--- config.mk ---
export PLATFORM = sky130hd
export DESIGN_NAME = sfx_scheduler
export DESIGN_NICKNAME = d
export VERILOG_FILES = /design/src/rtl/apu_pkg.sv /design/src/rtl/prio_pick.sv /design/src/rtl/sfx_scheduler.sv
export SDC_FILE = /design/constraint.sdc
export NUM_CORES = 1
export LEC_CHECK = 0
export ABC_AREA = 1
export BUFFER_PORTS_ARGS = -buffer_cell sky130_fd_sc_hd__buf_2
export CAP_MARGIN = 20
export CORE_UTILIZATION = 41
export DETAILED_ROUTE_END_ITERATION = 6
export PLACE_DENSITY = 0.76
export SYNTH_ARGS = -nofsm -noshare
export SYNTH_HDL_FRONTEND = slang
export SYNTH_SLANG_ARGS = --single-unit
--- constraint.sdc ---
create_clock -name clk -period 2.1 [get_ports clk]
set_input_delay 0.105 -clock clk [delete_from_list [all_inputs] [get_ports clk]]
set_output_delay 0.105 -clock clk [all_outputs]
set_load 0.01 [all_outputs]
--- src/rtl/apu_pkg.sv ---
// Purpose: shared types and sizes for the APU sound-effect scheduler.
// Latency: n/a (declarations only).
// Backpressure: n/a.
package apu_pkg;

    localparam int TONE_W      = 4;                    // one tone-override nibble
    localparam int NUM_TONE_CH = 4;                    // t0..t3
    localparam int SFX_W       = TONE_W * NUM_TONE_CH; // packed {t0,t1,t2,t3}

    typedef enum logic [0:0] {
        IDLE = 1'b0,
        PLAY = 1'b1
    } sfx_state_e;

endpackage

--- src/rtl/prio_pick.sv ---
// Purpose: fixed-priority encoder, lowest set index wins.
// Latency: combinational.
// Backpressure: none.
// Ports: vec (request vector), vld (any bit set), idx (lowest set index, 0 when none).
module prio_pick #(
    parameter int N     = 4,
    parameter int IDX_W = 2
) (
    input  logic [N-1:0]     vec,
    output logic             vld,
    output logic [IDX_W-1:0] idx
);

    always_comb begin
        vld = |vec;
        idx = '0;
        // Walk from the top down so the lowest set index is written last.
        for (int i = N - 1; i >= 0; i--) begin
            if (vec[i]) begin
                idx = IDX_W'(i);
            end
        end
    end

endmodule

--- src/rtl/sfx_scheduler.sv ---
// Purpose: fixed-priority, preemptive scheduler of one-shot sound effects onto the APU tone overrides.
// Latency: req rising edge at cycle N -> ack and overrides at N+2; natural expiry -> done one cycle after the final note tick.
// Backpressure: none; a request rising while already pending is absorbed, preempted effects are dropped.
// Ports:
//   clk, reset         APU slow clock, asynchronous active-high reset
//   note_clk           note clock level; rising edges are duration ticks
//   enable             0 freezes the duration counter (grants still happen)
//   flush              synchronous clear of pending requests and the active effect
//   req                request lines, rising edge latches a request
//   sfx_word, sfx_dur  per-requester effect word {t0,t1,t2,t3} and tick count, captured at grant
//   t0_os..t3_os       tone overrides to the APU, 0 = no override
//   busy, active_id    effect active / which requester owns it
//   ack, done          one-cycle grant pulse per requester / natural completion pulse
module sfx_scheduler
    import apu_pkg::*;
#(
    parameter  int NUM_REQ = 4,
    parameter  int DUR_W   = 4,
    localparam int ID_W    = (NUM_REQ > 1) ? $clog2(NUM_REQ) : 1
) (
    input  logic                       clk,
    input  logic                       reset,
    input  logic                       note_clk,
    input  logic                       enable,
    input  logic                       flush,
    input  logic [NUM_REQ-1:0]         req,
    input  logic [SFX_W*NUM_REQ-1:0]   sfx_word,
    input  logic [DUR_W*NUM_REQ-1:0]   sfx_dur,
    output logic [TONE_W-1:0]          t0_os,
    output logic [TONE_W-1:0]          t1_os,
    output logic [TONE_W-1:0]          t2_os,
    output logic [TONE_W-1:0]          t3_os,
    output logic                       busy,
    output logic [ID_W-1:0]            active_id,
    output logic [NUM_REQ-1:0]         ack,
    output logic                       done
);

    sfx_state_e          state, state_nxt;
    logic                armed;
    logic [NUM_REQ-1:0]  req_q, req_rise;
    logic                note_q, tick;
    logic [NUM_REQ-1:0]  pending, pending_nxt;
    logic [DUR_W-1:0]    cnt, cnt_nxt, dur_sel;
    logic [SFX_W-1:0]    word_q, word_nxt, word_sel;
    logic                pick_vld;
    logic [ID_W-1:0]     pick_idx;
    logic                grant, expire;
    logic                busy_nxt, done_nxt;
    logic [NUM_REQ-1:0]  ack_nxt;
    logic [ID_W-1:0]     active_nxt;

    // Edge registers clear to 0 on reset, so a request line still held high
    // would look like a fresh rise on the first cycle out of reset. 'armed'
    // masks edges for that one cycle while req_q/note_q pick up the levels.
    assign req_rise = armed ? (req & ~req_q) : '0;
    assign tick     = armed & note_clk & ~note_q;

    // One encoder serves both the idle grant and the preemption compare:
    // the lowest pending index is the only candidate that could ever win.
    prio_pick #(
        .N     (NUM_REQ),
        .IDX_W (ID_W)
    ) u_pick (
        .vec (pending),
        .vld (pick_vld),
        .idx (pick_idx)
    );

    always_comb begin
        word_sel = '0;
        dur_sel  = '0;
        for (int i = 0; i < NUM_REQ; i++) begin
            if (pick_idx == ID_W'(i)) begin
                word_sel = sfx_word[i*SFX_W +: SFX_W];
                dur_sel  = sfx_dur[i*DUR_W +: DUR_W];
            end
        end
    end

    // State register.
    always_ff @(posedge clk or posedge reset) begin
        if (reset) begin
            state <= IDLE;
        end else begin
            state <= state_nxt;
        end
    end

    // Next state. A grant (including preemption) outranks a same-cycle expiry.
    always_comb begin
        grant     = 1'b0;
        expire    = 1'b0;
        state_nxt = state;
        if (!flush) begin
            if (pick_vld && (state == IDLE || pick_idx < active_id)) begin
                grant = 1'b1;
            end else if (state == PLAY && tick && enable && cnt == DUR_W'(1)) begin
                expire = 1'b1;
            end
        end
        if (flush) begin
            state_nxt = IDLE;
        end else if (grant) begin
            state_nxt = PLAY;
        end else if (expire) begin
            state_nxt = IDLE;
        end
    end

    // Next values for the registered outputs and datapath.
    always_comb begin
        ack_nxt     = '0;
        done_nxt    = expire;
        busy_nxt    = (state_nxt == PLAY);
        active_nxt  = active_id;
        word_nxt    = word_q;
        cnt_nxt     = cnt;
        pending_nxt = pending | req_rise;
        if (flush) begin
            // Rises coinciding with flush are dropped along with everything else.
            pending_nxt = '0;
            word_nxt    = '0;
        end else if (grant) begin
            ack_nxt     = NUM_REQ'(1) << pick_idx;
            pending_nxt = (pending & ~ack_nxt) | req_rise;
            active_nxt  = pick_idx;
            word_nxt    = word_sel;
            cnt_nxt     = (dur_sel == '0) ? DUR_W'(1) : dur_sel;
        end else if (state == PLAY && tick && enable) begin
            cnt_nxt = cnt - DUR_W'(1);
            if (expire) begin
                word_nxt = '0;
            end
        end
    end

    always_ff @(posedge clk or posedge reset) begin
        if (reset) begin
            armed     <= 1'b0;
            req_q     <= '0;
            note_q    <= 1'b0;
            pending   <= '0;
            cnt       <= '0;
            word_q    <= '0;
            busy      <= 1'b0;
            active_id <= '0;
            ack       <= '0;
            done      <= 1'b0;
        end else begin
            armed     <= 1'b1;
            req_q     <= req;
            note_q    <= note_clk;
            pending   <= pending_nxt;
            cnt       <= cnt_nxt;
            word_q    <= word_nxt;
            busy      <= busy_nxt;
            active_id <= active_nxt;
            ack       <= ack_nxt;
            done      <= done_nxt;
        end
    end

    assign t0_os = word_q[SFX_W-1            -: TONE_W];
    assign t1_os = word_q[SFX_W-1-TONE_W     -: TONE_W];
    assign t2_os = word_q[SFX_W-1-2*TONE_W   -: TONE_W];
    assign t3_os = word_q[SFX_W-1-3*TONE_W   -: TONE_W];

endmodule

Yosys cells after proc, flatten, opt, wreduce, memory -nomap -nowiden
Index checks and enable logic that the tools add are counted.
{"block": "word_totals", "ff_bits": 38, "in_bits": 89, "output_inout_bits": 24, "word_cells": 74}
{"block": "op_classes", "add_sub_neg": 1, "magnitude_cmp": 1, "eq_ne": 4, "n_shift": 1, "n_mux": 32, "bitwise": 11, "n_reduce_logical": 14}
{"cell": "2-to-1 mux 16 bit", "n": 8}
{"cell": "2-to-1 mux 4 bit", "n": 12}
{"cell": "bitwise AND 4 bit", "n": 2}
{"cell": "2-to-1 mux 1 bit", "n": 8}
{"cell": "2-to-1 mux 2 bit", "n": 4}
{"cell": "inverter 4 bit", "n": 2}
{"cell": "bitwise OR 4 bit", "n": 2}
{"cell": "AND reduction 2 bit", "n": 3}
{"cell": "nonzero test 3 bit", "n": 2}
{"cell": "== test 2 bit (second input constant)", "n": 2}
{"cell": "== test 4 x 1 -> 1 bit (second input constant)", "n": 1}
{"cell": "logical AND 1 bit", "n": 4}
{"cell": "logical NOT 4 bit", "n": 1}
{"cell": "OR reduction 4 bit", "n": 1}
{"cell": "left shift 1 x 2 -> 4 bit (first input constant)", "n": 1}
{"cell": "subtractor 4 x 1 -> 4 bit (second input constant)", "n": 1}
{"cell": "inverter 1 bit", "n": 3}
{"cell": "bitwise AND 1 bit", "n": 2}
{"cell": "== test 2 x 1 -> 1 bit (second input constant)", "n": 1}
{"cell": "logical NOT 2 bit", "n": 1}
{"cell": "< comparator 2 bit", "n": 1}
{"cell": "nonzero test 2 bit", "n": 1}
{"cell": "logical OR 1 bit", "n": 1}

Longest topological paths before layout
{"block": "logic_depth", "word_depth": 13, "mapped_depth": 14, "mapped_depth_nobuf": 13}

Hierarchy
A second synthesis with hierarchy kept.
{"block": "hier_totals", "cells_unflattened": 305, "hier_area_um2": 2284.7}
{"mod": "sfx_scheduler", "instances": 1, "cells_per_inst": 296, "area_per_inst_um2": 2238.4, "seq_area_each_um2": 950.9}
{"mod": "prio_pick", "instances": 1, "cells_per_inst": 9, "area_per_inst_um2": 46.3, "seq_area_each_um2": 0.0}

Worst setup path after synthesis
No wires, ideal clock.
{"block": "synth_timing", "path_type": "register to register", "start": "reg pending[3]", "end": "reg cnt[0]", "setup_time_ns": 0.116, "arrival_time_ns": 1.877, "t_required_ns": 1.984, "setup_slack_ns": 0.107, "stages_incl_launch_ff": 14, "path_buffers": 2, "period_less_slack_ns": 1.993, "path_cell_list": "dfrtp_1 > o21ai_4 > inv_2 > buf_2 > ha_1 > nand2_2 > nand2_2 > nand2_4 > nand3_4 > buf_6 > nor2_2 > nand2_1 > nand2_1 > nand2_1"}
{"block": "synth_between", "elab_chain_len": 12, "word_cells_on_any_way": 23, "classes_between": "order compare (1); eq/ne (3); mux (12); reduce/logical (7)"}
{"element": "start, declared", "line_no": "sfx_scheduler.sv:43", "rtl": "logic [NUM_REQ-1:0] pending, pending_nxt;"}
{"element": "start signal, assigned", "line_no": "sfx_scheduler.sv:154", "rtl": "pending <= pending_nxt;"}
{"element": "2-to-1 mux 2 bit (4 in series)", "line_no": "prio_pick.sv:19", "rtl": "if (vec[i]) begin"}
{"element": "logical NOT 2 bit", "line_no": "sfx_scheduler.sv:74", "rtl": "if (pick_idx == ID_W'(i)) begin"}
{"element": "2-to-1 mux 4 bit (4 in series)", "line_no": "sfx_scheduler.sv:74"}
{"element": "logical NOT 4 bit", "line_no": "sfx_scheduler.sv:129", "rtl": "cnt_nxt = (dur_sel == '0) ? DUR_W'(1) : dur_sel;"}
{"element": "2-to-1 mux 4 bit", "line_no": "sfx_scheduler.sv:129"}
{"element": "2-to-1 mux 4 bit", "line_no": "sfx_scheduler.sv:124", "rtl": "end else if (grant) begin"}
{"element": "end signal, assigned", "line_no": "sfx_scheduler.sv:155", "rtl": "cnt <= cnt_nxt;"}
{"element": "end, declared", "line_no": "sfx_scheduler.sv:44", "rtl": "logic [DUR_W-1:0] cnt, cnt_nxt, dur_sel;"}
Parallel ways exist; a longest one is shown, timed or not.
A chain may end at the register's enable or synchronous reset.

Final worst setup path
{"block": "layout_timing", "start": "reg pending[0]", "end": "reg word_q[15]"}
{"block": "layout_between", "elab_chain_len": 8, "word_cells_on_any_way": 22, "classes_between": "order compare (1); eq/ne (3); mux (11); reduce/logical (7)"}
{"element": "2-to-1 mux 2 bit", "line_no": "prio_pick.sv:19"}
{"element": "< comparator 2 bit / logical NOT 2 bit (equally long branches)", "line_no": "sfx_scheduler.sv:96, sfx_scheduler.sv:74"}
{"element": "logical OR 1 bit / 2-to-1 mux 16 bit (equally long branches)", "line_no": "sfx_scheduler.sv:96, sfx_scheduler.sv:74"}
{"element": "logical AND 1 bit / 2-to-1 mux 16 bit (equally long branches)", "line_no": "sfx_scheduler.sv:96, sfx_scheduler.sv:74"}
{"element": "2-to-1 mux 1 bit / 2-to-1 mux 16 bit (equally long branches)", "line_no": "sfx_scheduler.sv:96, sfx_scheduler.sv:74"}
{"element": "2-to-1 mux 1 bit / 2-to-1 mux 16 bit (equally long branches)", "line_no": "sfx_scheduler.sv:95, sfx_scheduler.sv:74"}
{"element": "nonzero test 3 bit (no line) / 2-to-1 mux 16 bit (equally long branches)"}
{"element": "AND reduction 2 bit (no line) / 2-to-1 mux 16 bit (equally long branches)"}
{"element": "end signal, assigned", "line_no": "sfx_scheduler.sv:156", "rtl": "word_q <= word_nxt;"}
{"element": "end, declared", "line_no": "sfx_scheduler.sv:45", "rtl": "logic [SFX_W-1:0] word_q, word_nxt, word_sel;"}
Parallel ways exist; a longest one is shown, timed or not.

==> out/results.txt <==
On the critical path, the stage with the largest delay is an instance of sky130_fd_sc_hd__dfrtp_1. STA classifies the critical path endpoint as a flop. The detail route stage leaves a number of antenna-violating nets equal to 0. Together, buffers and inverters on the worst path number 2. The total number of cells along the worst setup path is 10, and the number of gates given a new drive strength after cts is 0. The data required time of the worst path was 2.30 ns. For the later-pin clock latency in the skew report, the log shows 0.29 ns. TritonCTS built the clock tree.

Counting the fill cells in the layout gives 482. Summed over all cells, the static leakage comes to 0.00162 µW. The cell count after synthesis came out at 282.

Between clock sinks in the finished design, the worst skew comes to 0.00847 ns. The count of final hold-check violations was 0; the number of global-route vias before repair was 2060. Using the TritonRoute via totals, the vias-per-cell ratio works out to 4.93. The worst hold path class is in2reg. The run finished with clean final reports. The worst register-to-register path has a depth of 10. During I/O placement, the number of pins put on the boundary was 113. Count of port buffers added during placement: 112. The mean instance size in the synthesized netlist came out at 7.90 µm². The arrival time reported for the critical path endpoint was 2.10 ns; the share of Yosys cell area claimed by the top area cell type was 42.7%.

The number of different library cells used by synthesis comes to 29. For the number of violations of the max-capacitance limit, the log shows 0. The HPWL after detailed placement is 4680 µm.

The routed design has 6370 µm of wire. The tools report the area occupied by registers as 951 µm². The die height came out at 75.7 µm. After routing, the total negative slack on setup checks comes to 0 ns.

The post-route DRC violation count came out at 0. The signal on the critical path passes through nor2_2 -> o21ai_4 -> inv_2 -> ha_1 -> nand2_2 -> nand2_2 -> nand2_4 -> nand3_4 -> buf_4 -> o22ai_1. The run gives 0 as the initial antenna violation count. Among all cell types in the netlist, the one instantiated most often is sky130_fd_sc_hd__nand2_1. The run gives 374 as the net count after synthesis.

Of the cells placed in the final design, the portion with a size suffix greater than 1 is 36.6%. After floorplanning, the core was divided into 26 placement rows. The number of clock buffers added by TritonCTS is 5. Setup repair after global routing left no endpoint under its margin. Yosys attributes the largest share of cell area to sky130_fd_sc_hd__dfrtp_1, sky130_fd_sc_hd__nand2_1, sky130_fd_sc_hd__nand3_1. The sort of element at the start of the critical path is a flop. The pre-antenna-repair detailed-routing pass consisted of 4 iterations. Across every metal layer, demand over resource in global routing totals 22.4%. Measured along the x axis, the die boundary spans 75.7 µm. VDD sags by at most 359 µV. Of all nets on the critical path, the largest fanout is 11. For this run, the leading register cell type out of synthesis is sky130_fd_sc_hd__dfrtp_1.

The post-synthesis cell type with the largest combined area is sky130_fd_sc_hd__dfrtp_1. Among the stages of the critical path, the cell type that occurs most often is sky130_fd_sc_hd__nand2_2. The total overflow reported by the global router was 0.

In this run the deepest clock path goes through 2 buffers. Yosys printed 0 warnings. The worst-case hold slack was 0.0628 ns. The violation count after the first detailed-route iteration is 129, and the power density normalized to cell area is 711 nW/µm². The clock-pin transition on the worst setup and hold timing paths was 0.07 ns. Cell chosen for the clock root: sky130_fd_sc_hd__clkbuf_8. After detailed routing, the average wire length per cell comes to 13.4 µm. Timing would allow up to 527 MHz.

The standard cell core area came out at 5170 µm². The synthesized area came out at 2230 µm². The share of the cycle needed by the critical path after routing came out at 90.4%. Entering global routing, the biggest net connects 39 pins. The critical path is of the reg2reg type. On the worst path, the slowest cell contributes a delay of 0.42 ns.

The die covers 5730 µm². Cells fill 58.5% of the core in the end. Setup violations remaining at the end of the flow were counted as 0. The antenna diode instance count was 0. After the last flow step, the layout net total stands at 498. The commonest cells after synthesis are sky130_fd_sc_hd__nand2_1, sky130_fd_sc_hd__dfrtp_1, sky130_fd_sc_hd__inv_1. For the final estimated routing congestion in global placement, the log shows 0.860. Summing all multi-input logic gate instances after layout gives 1080 µm².

The cell family contributing the most delay on the critical path is simple AND/OR/NAND/NOR gates. The worst hold path stage count works out to 2. The proportion of synthesized chip area in sequential cells is 42.7%, and the clock period minus worst slack is 1.90 ns. For the max-slew violation total from the final report, the log shows 0.

The via total after detailed routing is 2350, and the number of enable flip-flop cells after synthesis is 0. For this configuration, the core starts out at a cell density of 43.1%. Relative to the synthesized area, the layout overhead comes to 35.9%.

The synthesis-stage register bit count is 38, and the number of clock sinks seen by CTS is 38. The H-tree was split into 2 levels. Of all flip-flops after synthesis, the portion carrying an async set or reset was 100%. The first global-routing pass estimated 9380 µm of wire.
cell type report:
class                           instances  area share (%)
Multi-Input combinational cell        198            35.6
Sequential cell                        38            31.4
Timing Repair Buffer                  126            22.5
Inverter                               37            4.59
Tap cell                               70            2.89
Clock buffer                            7            2.85
Clock inverter                          1           0.165
routing by layer:
metal / GRT usage (%) / wire length, µm / up-vias
met5: 0 / 0 / -
met4: 11.7 / 124 / 0
met3: 4.37 / 383 / 13
met2: 36.7 / 3110 / 89
met1: 28.2 / 2760 / 1065
li1: - / - / 1183
through the flow:
step	cell area (µm²)	std cells	power (µW)	setup WS (ns)
3_5_place_dp	2850	460	1630	0.0810
3_3_place_gp	2850	460	1610	0.149
4_1_cts	3000	474	2160	0.0469
2_1_floorplan	2230	282	1380	0.107
5_1_grt	3030	477	2300	0.0755
6_report	3030	477	2150	0.202
logic make-up (layout without fill, tap and decap cells):
logic type	after synthesis	count (layout)	share of synthesized area, %
compound gates	59	59	15.2
xor+xnor	2	2	0.787
flops	38	38	42.7
fa+ha+maj	3	3	1.69
other cells	1	1	0.168
simple gates	132	133	30.1
buf+inv	47	171	9.38
where the power goes:
group / switching (µW) / internal, µW
logic: 418 / 306
registers: 80.0 / 833
clock network: 252 / 265
cells in the final DEF, fill, tap and decap left out:
master and instances:
sky130_fd_sc_hd__a21oi_1 4, sky130_fd_sc_hd__a21oi_2 1, sky130_fd_sc_hd__buf_2 112, sky130_fd_sc_hd__buf_4 8, sky130_fd_sc_hd__clkbuf_1 1, sky130_fd_sc_hd__clkbuf_8 6
sky130_fd_sc_hd__clkinv_2 1, sky130_fd_sc_hd__conb_1 1, sky130_fd_sc_hd__dfrtp_1 38, sky130_fd_sc_hd__dlygate4sd3_1 6, sky130_fd_sc_hd__ha_1 3, sky130_fd_sc_hd__inv_1 34
sky130_fd_sc_hd__inv_2 3, sky130_fd_sc_hd__nand2_1 57, sky130_fd_sc_hd__nand2_2 3, sky130_fd_sc_hd__nand2_4 5, sky130_fd_sc_hd__nand3_1 33, sky130_fd_sc_hd__nand3_2 1
sky130_fd_sc_hd__nand3_4 2, sky130_fd_sc_hd__nand3b_1 6, sky130_fd_sc_hd__nand4_1 5, sky130_fd_sc_hd__nor2_1 14, sky130_fd_sc_hd__nor2_2 3, sky130_fd_sc_hd__nor2_4 2
sky130_fd_sc_hd__nor3_1 1, sky130_fd_sc_hd__o211ai_2 1, sky130_fd_sc_hd__o21ai_0 31, sky130_fd_sc_hd__o21ai_1 5, sky130_fd_sc_hd__o21ai_4 1, sky130_fd_sc_hd__o22ai_1 16
sky130_fd_sc_hd__or2_1 1, sky130_fd_sc_hd__xor2_1 2
sequential cells by signal, indices dropped and copies added (netlist names):
| register | cells |
|---|---|
| ack | 4 |
| done | 1 |
| busy | 1 |
| active_id | 2 |
| word_q | 16 |
| note_q | 1 |
| armed | 1 |
| req_q | 4 |
| pending | 4 |
| cnt | 4 |
worst register-to-register path, stage by stage (launching register included):
cell	delay, ns
sky130_fd_sc_hd__dfrtp_1	0.42
sky130_fd_sc_hd__nor2_2	0.19
sky130_fd_sc_hd__o21ai_4	0.10
sky130_fd_sc_hd__inv_2	0.07
sky130_fd_sc_hd__ha_1	0.23
sky130_fd_sc_hd__nand2_2	0.08
sky130_fd_sc_hd__nand2_2	0.06
sky130_fd_sc_hd__nand2_4	0.11
sky130_fd_sc_hd__nand3_4	0.15
sky130_fd_sc_hd__buf_4	0.22
sky130_fd_sc_hd__o22ai_1	0.18
timing repair:
| item | in CTS | in global routing |
|---|---|---|
| hold endpoints to repair | 43 | 0 |
| setup endpoints to repair | 0 | 11 |
| setup buffers | 0 | 2 |
| hold buffers | 6 | 0 |
worst paths after layout:
check	start	to	slack (ns)
worst max-delay path	pending[0]	word_q[15]	0.20
worst min-delay path	flush	pending[0]	0.06
worst max register to register	pending[0]	word_q[15]	0.20
max in group asynchronous	reset	note_q	1.29
min in group asynchronous	reset	ack[0]	0.46
worst min register to register	req_q[0]	pending[0]	0.52
Power figures use the tool's default switching activity.
